**config.mk**
```make
export PLATFORM = sky130hd
export DESIGN_NAME = mem_access_unit
export DESIGN_NICKNAME = d
export VERILOG_FILES = /design/src/rtl/mem_access_unit.sv
export SDC_FILE = /design/constraint.sdc
export NUM_CORES = 1
export LEC_CHECK = 0
export CORE_MARGIN = 5
export CORE_UTILIZATION = 48
export DETAILED_ROUTE_END_ITERATION = 10
export GPL_TIMING_DRIVEN = 0
export PLACE_DENSITY_LB_ADDON = 0.05
export SLEW_MARGIN = 20
export SYNTH_ARGS = -nofsm -noshare
export SYNTH_HDL_FRONTEND = slang
export SYNTH_SLANG_ARGS = --single-unit
```
**constraint.sdc**
```tcl
create_clock -name clk -period 4.95 [get_ports clk]
set_input_delay 0.7425 -clock clk [delete_from_list [all_inputs] [get_ports clk]]
set_output_delay 0.7425 -clock clk [all_outputs]
set_load 0.01 [all_outputs]
```
**src/rtl/mem_access_unit.sv**
```systemverilog
`default_nettype none
// ============================================================================
// Module   : mem_access_unit
// Purpose  : MEM-stage load/store unit. Accepts one load/store at a time from
//            the pipeline, stalls upstream while the bus transfer is pending,
//            places store data on the correct byte lanes, extracts and
//            extends load data, and reports misalignment and bus timeouts.
// Ports    : clk, rst (async, active-low)
//            req_valid/req_we/req_size/req_signed/req_addr/req_wdata - request
//            stall                       - freeze PC and upstream registers
//            rsp_valid/rsp_rdata         - one-cycle response, held read data
//            err_align/err_timeout       - error pulses aligned with rsp_valid
//            CPU_MIO/mem_w/Address_out/Data_out/byte_en - bus request side
//            Data_in/MIO_ready           - bus response side
// Revision : 1.0 - initial release
// ============================================================================
module mem_access_unit #(
  parameter int DATA_W  = 32,
  parameter int ADDR_W  = 32,
  parameter int TIMEOUT = 255
) (
  input  logic                clk,
  input  logic                rst,
  input  logic                req_valid,
  input  logic                req_we,
  input  logic [1:0]          req_size,
  input  logic                req_signed,
  input  logic [ADDR_W-1:0]   req_addr,
  input  logic [DATA_W-1:0]   req_wdata,
  output logic                stall,
  output logic                rsp_valid,
  output logic [DATA_W-1:0]   rsp_rdata,
  output logic                err_align,
  output logic                err_timeout,
  output logic                CPU_MIO,
  output logic                mem_w,
  output logic [ADDR_W-1:0]   Address_out,
  output logic [DATA_W-1:0]   Data_out,
  output logic [DATA_W/8-1:0] byte_en,
  input  logic [DATA_W-1:0]   Data_in,
  input  logic                MIO_ready
);

  localparam int NB    = DATA_W / 8;
  localparam int OFF_W = $clog2(NB);
  localparam int CNT_W = $clog2(TIMEOUT + 1);

  typedef enum logic [1:0] {
    IDLE = 2'd0,
    BUS  = 2'd1,
    DONE = 2'd2
  } state_t;

  state_t state_q, state_d;

  // Lanes covered by an access of the given size, before shifting to the offset.
  function automatic logic [NB-1:0] size_lanes(input logic [1:0] size);
    logic [7:0] m;
    case (size)
      2'b00:   m = 8'h01;
      2'b01:   m = 8'h03;
      2'b10:   m = 8'h0F;
      default: m = 8'hFF;
    endcase
    return m[NB-1:0];
  endfunction

  // Expand a per-lane enable into a per-bit mask.
  function automatic logic [DATA_W-1:0] lane_bits(input logic [NB-1:0] lanes);
    logic [DATA_W-1:0] bits;
    bits = '0;
    for (int i = 0; i < NB; i++) begin
      bits[8*i +: 8] = {8{lanes[i]}};
    end
    return bits;
  endfunction

  logic              we_q, signed_q;
  logic [1:0]        size_q;
  logic [OFF_W-1:0]  off_q;
  logic [NB-1:0]     be_q;
  logic [CNT_W-1:0]  cnt_q;
  logic              err_align_q, err_timeout_q;
  logic [DATA_W-1:0] rdata_q, dout_q;
  logic [ADDR_W-1:0] addr_q;

  logic              misaligned;
  logic              accept, reject, timeout_hit;
  logic [OFF_W-1:0]  req_off;
  logic [NB-1:0]     req_be;
  logic [DATA_W-1:0] req_dout;
  logic [DATA_W-1:0] ld_shifted, ld_mask, ld_topbit, load_data;
  logic              ld_sign;

  assign req_off = req_addr[OFF_W-1:0];

  // A dword is never legal on a 32-bit bus, whatever its address.
  always_comb begin
    misaligned = 1'b0;
    case (req_size)
      2'b00:   misaligned = 1'b0;
      2'b01:   misaligned = req_addr[0];
      2'b10:   misaligned = |req_addr[1:0];
      default: misaligned = (DATA_W == 32) || (|req_addr[2:0]);
    endcase
  end

  always_comb begin
    req_be   = size_lanes(req_size) << req_off;
    req_dout = (req_wdata & lane_bits(size_lanes(req_size))) << {req_off, 3'b000};
  end

  // Load extraction: align the addressed bytes down to bit 0, then extend.
  // The sign bit is the top bit of the size mask, found without indexing.
  always_comb begin
    ld_shifted = Data_in >> {off_q, 3'b000};
    ld_mask    = lane_bits(size_lanes(size_q));
    ld_topbit  = ld_mask & ~(ld_mask >> 1);
    ld_sign    = signed_q & (|(ld_shifted & ld_topbit));
    load_data  = (ld_shifted & ld_mask) | (ld_sign ? ~ld_mask : '0);
  end

  always_comb begin
    state_d     = state_q;
    accept      = 1'b0;
    reject      = 1'b0;
    timeout_hit = 1'b0;
    case (state_q)
      IDLE: begin
        if (req_valid) begin
          if (misaligned) begin
            reject  = 1'b1;
            state_d = DONE;
          end else begin
            accept  = 1'b1;
            state_d = BUS;
          end
        end
      end
      BUS: begin
        if (MIO_ready) begin
          state_d = DONE;
        end else if (cnt_q == CNT_W'(TIMEOUT)) begin
          timeout_hit = 1'b1;
          state_d     = DONE;
        end
      end
      DONE:    state_d = IDLE;
      default: state_d = IDLE;
    endcase
  end

  always_ff @(posedge clk or negedge rst) begin
    if (!rst) begin
      state_q       <= IDLE;
      we_q          <= 1'b0;
      signed_q      <= 1'b0;
      size_q        <= 2'b00;
      off_q         <= '0;
      be_q          <= '0;
      cnt_q         <= '0;
      err_align_q   <= 1'b0;
      err_timeout_q <= 1'b0;
      rdata_q       <= '0;
      dout_q        <= '0;
      addr_q        <= '0;
    end else begin
      state_q <= state_d;
      if (accept) begin
        we_q     <= req_we;
        signed_q <= req_signed;
        size_q   <= req_size;
        off_q    <= req_off;
        be_q     <= req_be;
        addr_q   <= req_addr;
        dout_q   <= req_dout;
        cnt_q    <= CNT_W'(1);
      end else if (state_q == BUS && !MIO_ready && !timeout_hit) begin
        cnt_q <= cnt_q + CNT_W'(1);
      end
      // Response fields are captured only on DONE entry so they hold until the next response.
      if (state_d == DONE && state_q != DONE) begin
        err_align_q   <= reject;
        err_timeout_q <= timeout_hit;
        rdata_q       <= (state_q == BUS && MIO_ready && !we_q) ? load_data : '0;
      end
    end
  end

  assign stall       = ((state_q == IDLE) && req_valid) || (state_q == BUS);
  assign CPU_MIO     = (state_q == BUS);
  assign mem_w       = (state_q == BUS) && we_q;
  assign byte_en     = (state_q == BUS) ? be_q : '0;
  assign Address_out = addr_q;
  assign Data_out    = dout_q;
  assign rsp_valid   = (state_q == DONE);
  assign err_align   = (state_q == DONE) && err_align_q;
  assign err_timeout = (state_q == DONE) && err_timeout_q;
  assign rsp_rdata   = rdata_q;

endmodule
`default_nettype wire

```
# Word-level counts from Yosys, hierarchy flattened
# Cells that the tools add are included.
[classes]
n_eq_ne = 9
bitwise = 8
div = 0
mul = 0
n_shift = 3
addsub = 1
n_reduce_logical = 19
n_mux = 22
n_lt_le_gt_ge = 0
[op_table]
columns = ["operator", "count"]
rows = [
  ["bitwise AND 32 bit", 4],
  ["2-to-1 mux 32 bit", 2],
  ["NOT 31 -> 32 bit", 1],
  ["NOT 32 bit", 1],
  ["bitwise OR 32 bit", 1],
  ["OR reduction 32 bit", 1],
  ["<< shifter 32 x 5 -> 32 bit", 1],
  ["right shift 32 x 5 -> 32 bit", 1],
  ["case mux 4 bit (3 select lines)", 2],
  ["2-to-1 mux 8 bit", 2],
  ["logical AND 1 bit", 9],
  ["2-to-1 mux 1 bit", 9],
  ["adder 8 x 1 -> 8 bit, second input constant", 1],
  ["== test 2 bit, second input constant", 4],
  ["== test 8 bit, second input constant", 1],
  ["2-to-1 mux 2 bit", 4],
  ["== test 2 x 1 -> 1 bit, second input constant", 3],
  ["logical NOT 2 bit", 3],
  ["2-to-1 mux 4 bit", 1],
  ["case mux 2 bit (2 select lines)", 1],
  ["<< shifter 4 x 2 -> 4 bit", 1],
  ["logical NOT 1 bit", 3],
  ["case mux 1 bit (3 select lines)", 1],
  ["!= test 2 bit, second input constant", 1],
  ["other kinds (4)", 4],
]
[totals]
ramBits = 0
memories = 0
regBits = 118
rom_bits = 0
latch_bits = 0
output_inout_bits = 106
wordCells = 74
input_bits = 104

# Logic depth before layout (Yosys ltp)
[logic_depth]
depth_word = 10
depth_mapped = 8
mapped_depth_nobuf = 5

# Worst setup path after synthesis
# Ideal clock, no wire load.
[synth_path]
kind = "input to output"
start = "input req_valid"
end = "output stall"
arrival_time_ns = 1.408
n_path_buf = 1
required_time_ns = 4.208
cell_stages = 3
setup_slack_ns = 2.800
path_cell_list = "or3b_1 -> clkbuf_1 -> nand2b_1"
[synth_via]
elab_chain_cells = 2
[synth_rtl]
columns = ["item", "line_no", "rtl"]
rows = [
  ["start, declared", "24", "input logic req_valid,"],
  ["logical AND 1 bit", "190", "assign stall = ((state_q == IDLE) && req_valid) || (state_q == BUS);"],
  ["logical OR 1 bit", "190", ""],
  ["end, declared", "30", "output logic stall,"],
]
# Every way passes these cells.

# Final worst setup path
# Same ends and word-level chain as after synthesis.

==> parameters.txt <==
Parameter                              Value

Synth
  Count of flip-flops with a built-in enable after synthesis    0
  Main combinational cell family by area after synthesis    simple AND/OR/NAND/NOR gates
  Syn_nets    697
  Proportion of netlist area held by the largest area contributor    0.517
  Mux contribution to synthesized area    0.0664
  Adder-Cell Fraction of Synth Area    0.00223
  Average size of a mapped cell    9.49 sq um
  Synthesized instance count    592
  Synth area leaders    sky130_fd_sc_hd__dfrtp_1 (52%), sky130_fd_sc_hd__nand2_1 (11%), sky130_fd_sc_hd__o21ai_0 (4.3%)
  Post-synthesis register bit count    116
  Synth warn    0
  Mapped cell area    about 5600 sq um
  Number of distinct library cells after synthesis    54
  Most common flop cell mapped by yosys    sky130_fd_sc_hd__dfrtp_1
  Share of the synthesized area in compound gates (AO/OA/AOI/OAI)    0.174
  Dominant cell type by area after synthesis    sky130_fd_sc_hd__dfrtp_1
  Parity-gate share of the synthesized area counting xor and xnor cells    0.00935
  Fraction of the mapped netlist area in simple logic gates    0.193
  Sequential area share after synthesis    0.517
  Fraction of registers with async set or reset after synthesis    1.00

Routing
  Count of routing violations after the opening detailed-route iteration    370
  Count of TritonRoute iterations in the first routing pass    5
  Via count of the routed design    between 5000 and 6000
  WL per Instance    19.0 um
  Routed wire length    18500 um
  Count of antenna-violating nets left after detailed routing    0
  Residual DRC    0
  Per-cell via count in the routed design    around 5.6

Final layout
  Diode insertion count for antenna repair    0
  Nets@finish    924
  Share of cells above drive strength 1    0.0866
  Most frequent standard cell in the layout excluding fill and tap cells    sky130_fd_sc_hd__clkdlybuf4s50_1
  Commonest cells after routing, fill and taps aside    sky130_fd_sc_hd__clkdlybuf4s50_1 (206), sky130_fd_sc_hd__nand2_1 (166), sky130_fd_sc_hd__dfrtp_1 (116), sky130_fd_sc_hd__o21ai_0 (48), sky130_fd_sc_hd__nor2_1 (34)
  Non-filler instance count after layout    between 900 and 1000
  Area growth from synthesis to final layout    51.1%

Global route
  Wire length of the first global-routing pass    29900 um
  Global Route Usage Sum    0.267
  Via count of the first global-routing pass    between 5000 and 6000
  Antenna violations before repair    0
  Largest net degree at the start of global routing    62
  Total congestion overflow    0

Worst setup path
  Required time at the worst-slack endpoint    roughly 4.2 ns
  Type of the worst setup path    in2out
  Setup crit start kind    input pin
  Endpoint kind of the worst setup timing path    output pin
  Start of the worst register-to-register path    state_q[1]$_DFF_PN0_
  Crit Path Max Fanout    10
  Crit path launch    req_valid
  Arrival time of data at the critical path endpoint    2.55 ns

Timing
  Final hold slack    0.301 ns
  Number of failing hold endpoints at the final stage    0
  Relative slew slack    0.229
  Number of failing setup endpoints in the final timing report    0
  Shortest clock period the worst path allows after layout    3.29 ns
  Setup repair after global routing missed its margin    no
  Final count of pins violating max slew    0
  Maximum clock frequency    between 0.3 and 0.4 GHz
  Worst-margin pin slew    ~1.2 ns
  Final critical-path share of the clock period    0.665
  Final clock skew    0.00848 ns

Clocking
  Number of instances resized during post-cts repair    0
  CTS tree    yes
  Cell at the root of the clock tree    sky130_fd_sc_hd__clkbuf_16
  H-tree levels    4
  Clock sink count    between 100 and 150
  Clock transition at the registers of the reported paths    0.05 ns
  Worst-case clock buffer depth    2
  CTS Buf Count    17
  Buffers inserted during post-CTS setup optimization    0
  Number of hold-repair buffers added at the cts stage    0
  Clock network latency to the later pin of the worst-skew pair    0.42 ns

Power
  P per Cell Area    around 470 nW/um^2
  Peak ir drop on the vdd network    0.430 mV
  Static Leakage    3.85 nW

Placement
  Placer congestion estimate    0.939
  HPWL after detailed placement    ~14000 um
  Total of buffers placed on input and output ports    207
  DP Cell Count    around 940

Floorplan
  Number of core rows    39
  Die span in y    118 um
  Core region area    11500 sq um
  Die area    14000 sq um
  Die boundary width    ~120 um
  Initial Util    0.490
  # IOs    210

Outcome
  Status    complete, no violations

Min path
  Tightest Hold Check Type    in2async

Flow run
  Maximum capacitance violations    0
==> flip-flops by register name, summed over array words and instances (netlist names), 2 cells and up <==
signal,flops
Address_out,31
size_q,2
rsp_rdata,32
cnt_q,8
Data_out,32
state_q,2
be_q,4
==> per-stage QoR <==
step | TNS (ns) | total power [W] | area, sq um | utilization | worst slack, ns
global route | 0 | 0.00417 | 8490 | 0.740 | 1.58
floorplan | 0 | 0.00198 | 5620 | - | 2.80
detailed placement | 0 | 0.00274 | 7900 | 0.689 | 1.70
CTS | 0 | 0.00399 | 8490 | 0.740 | 1.68
global placement | -148.87 | 0.00270 | 7870 | 0.686 | -1.30
finish | 0 | 0.00397 | 8490 | 0.740 | 1.66
==> worst max-delay path: stages <==
cell                              delay (ns)
sky130_fd_sc_hd__clkdlybuf4s50_1        0.48
sky130_fd_sc_hd__or3b_1                 0.42
sky130_fd_sc_hd__clkbuf_1               0.23
sky130_fd_sc_hd__nand2b_1               0.14
sky130_fd_sc_hd__clkdlybuf4s50_1        0.54
==> cells in the mapped netlist (all sizes together) (9+ instances only) <==
library cell / count
nand3b: 9
clkbuf: 19
mux2i: 17
nand3: 10
buf: 24
a22o: 9
nand2: 166
and2: 10
o21ai: 48
dfrtp: 116
nor2: 34
mux2: 16
a21oi: 15
==> layout make-up <==
class | count | area, sq um
Tap cell | 143 | 179
Buffer | 43 | 200
Timing Repair Buffer | 208 | 2100
Clock inverter | 9 | 129
Fill cell | 845 | 2980
Multi-Input combinational cell | 428 | 2500
Clock buffer | 22 | 464
Inverter | 5 | 18.8
Sequential cell | 116 | 2900
==> worst paths after layout <==
kind / to / cells after the start / slack [ns]
setup / recovery: stall / 5 / 1.66
hold / removal: cnt_q[4]$_DFFE_PN0P_ / 1 / 0.30
setup reg to reg: Data_out[30]$_DFFE_PN0P_ / 6 / 2.75
hold reg to reg: Data_out[5]$_DFFE_PN0P_ / 2 / 0.47
max in group asynchronous: Data_out[17]$_DFFE_PN0P_ / 2 / 3.97
min in group clk: Data_out[5]$_DFFE_PN0P_ / 2 / 0.47
==> where the power goes <==
group	switching (W)	leakage, nW	internal [W]	total, W
Clock	0.000424	0.286	0.000812	0.00124
Sequential	0.000169	1.50	0.00121	0.00138
Combinational	0.000637	2.07	0.000722	0.00136
==> kinds of logic (layout without fill, tap and decap cells) <==
group,after synthesis,in the layout
flip-flops,116,116
adder cells (fa/ha/maj),1,1
AO/OA/AOI/OAI,137,137
AND/OR/NAND/NOR,250,250
multiplexers,34,34
buffers and inverters,48,287
XOR/XNOR,6,6
==> per-layer routing <==
metal / up-vias / GRT usage / wire [um]
met5: - / 0 / 0
met3: 29 / 0.0979 / 1630
li1: 2520 / - / -
met1: 2643 / 0.338 / 7680
met2: 254 / 0.423 / 8870
met4: 0 / 0.0925 / 334
(Power assumes the default switching activity.)
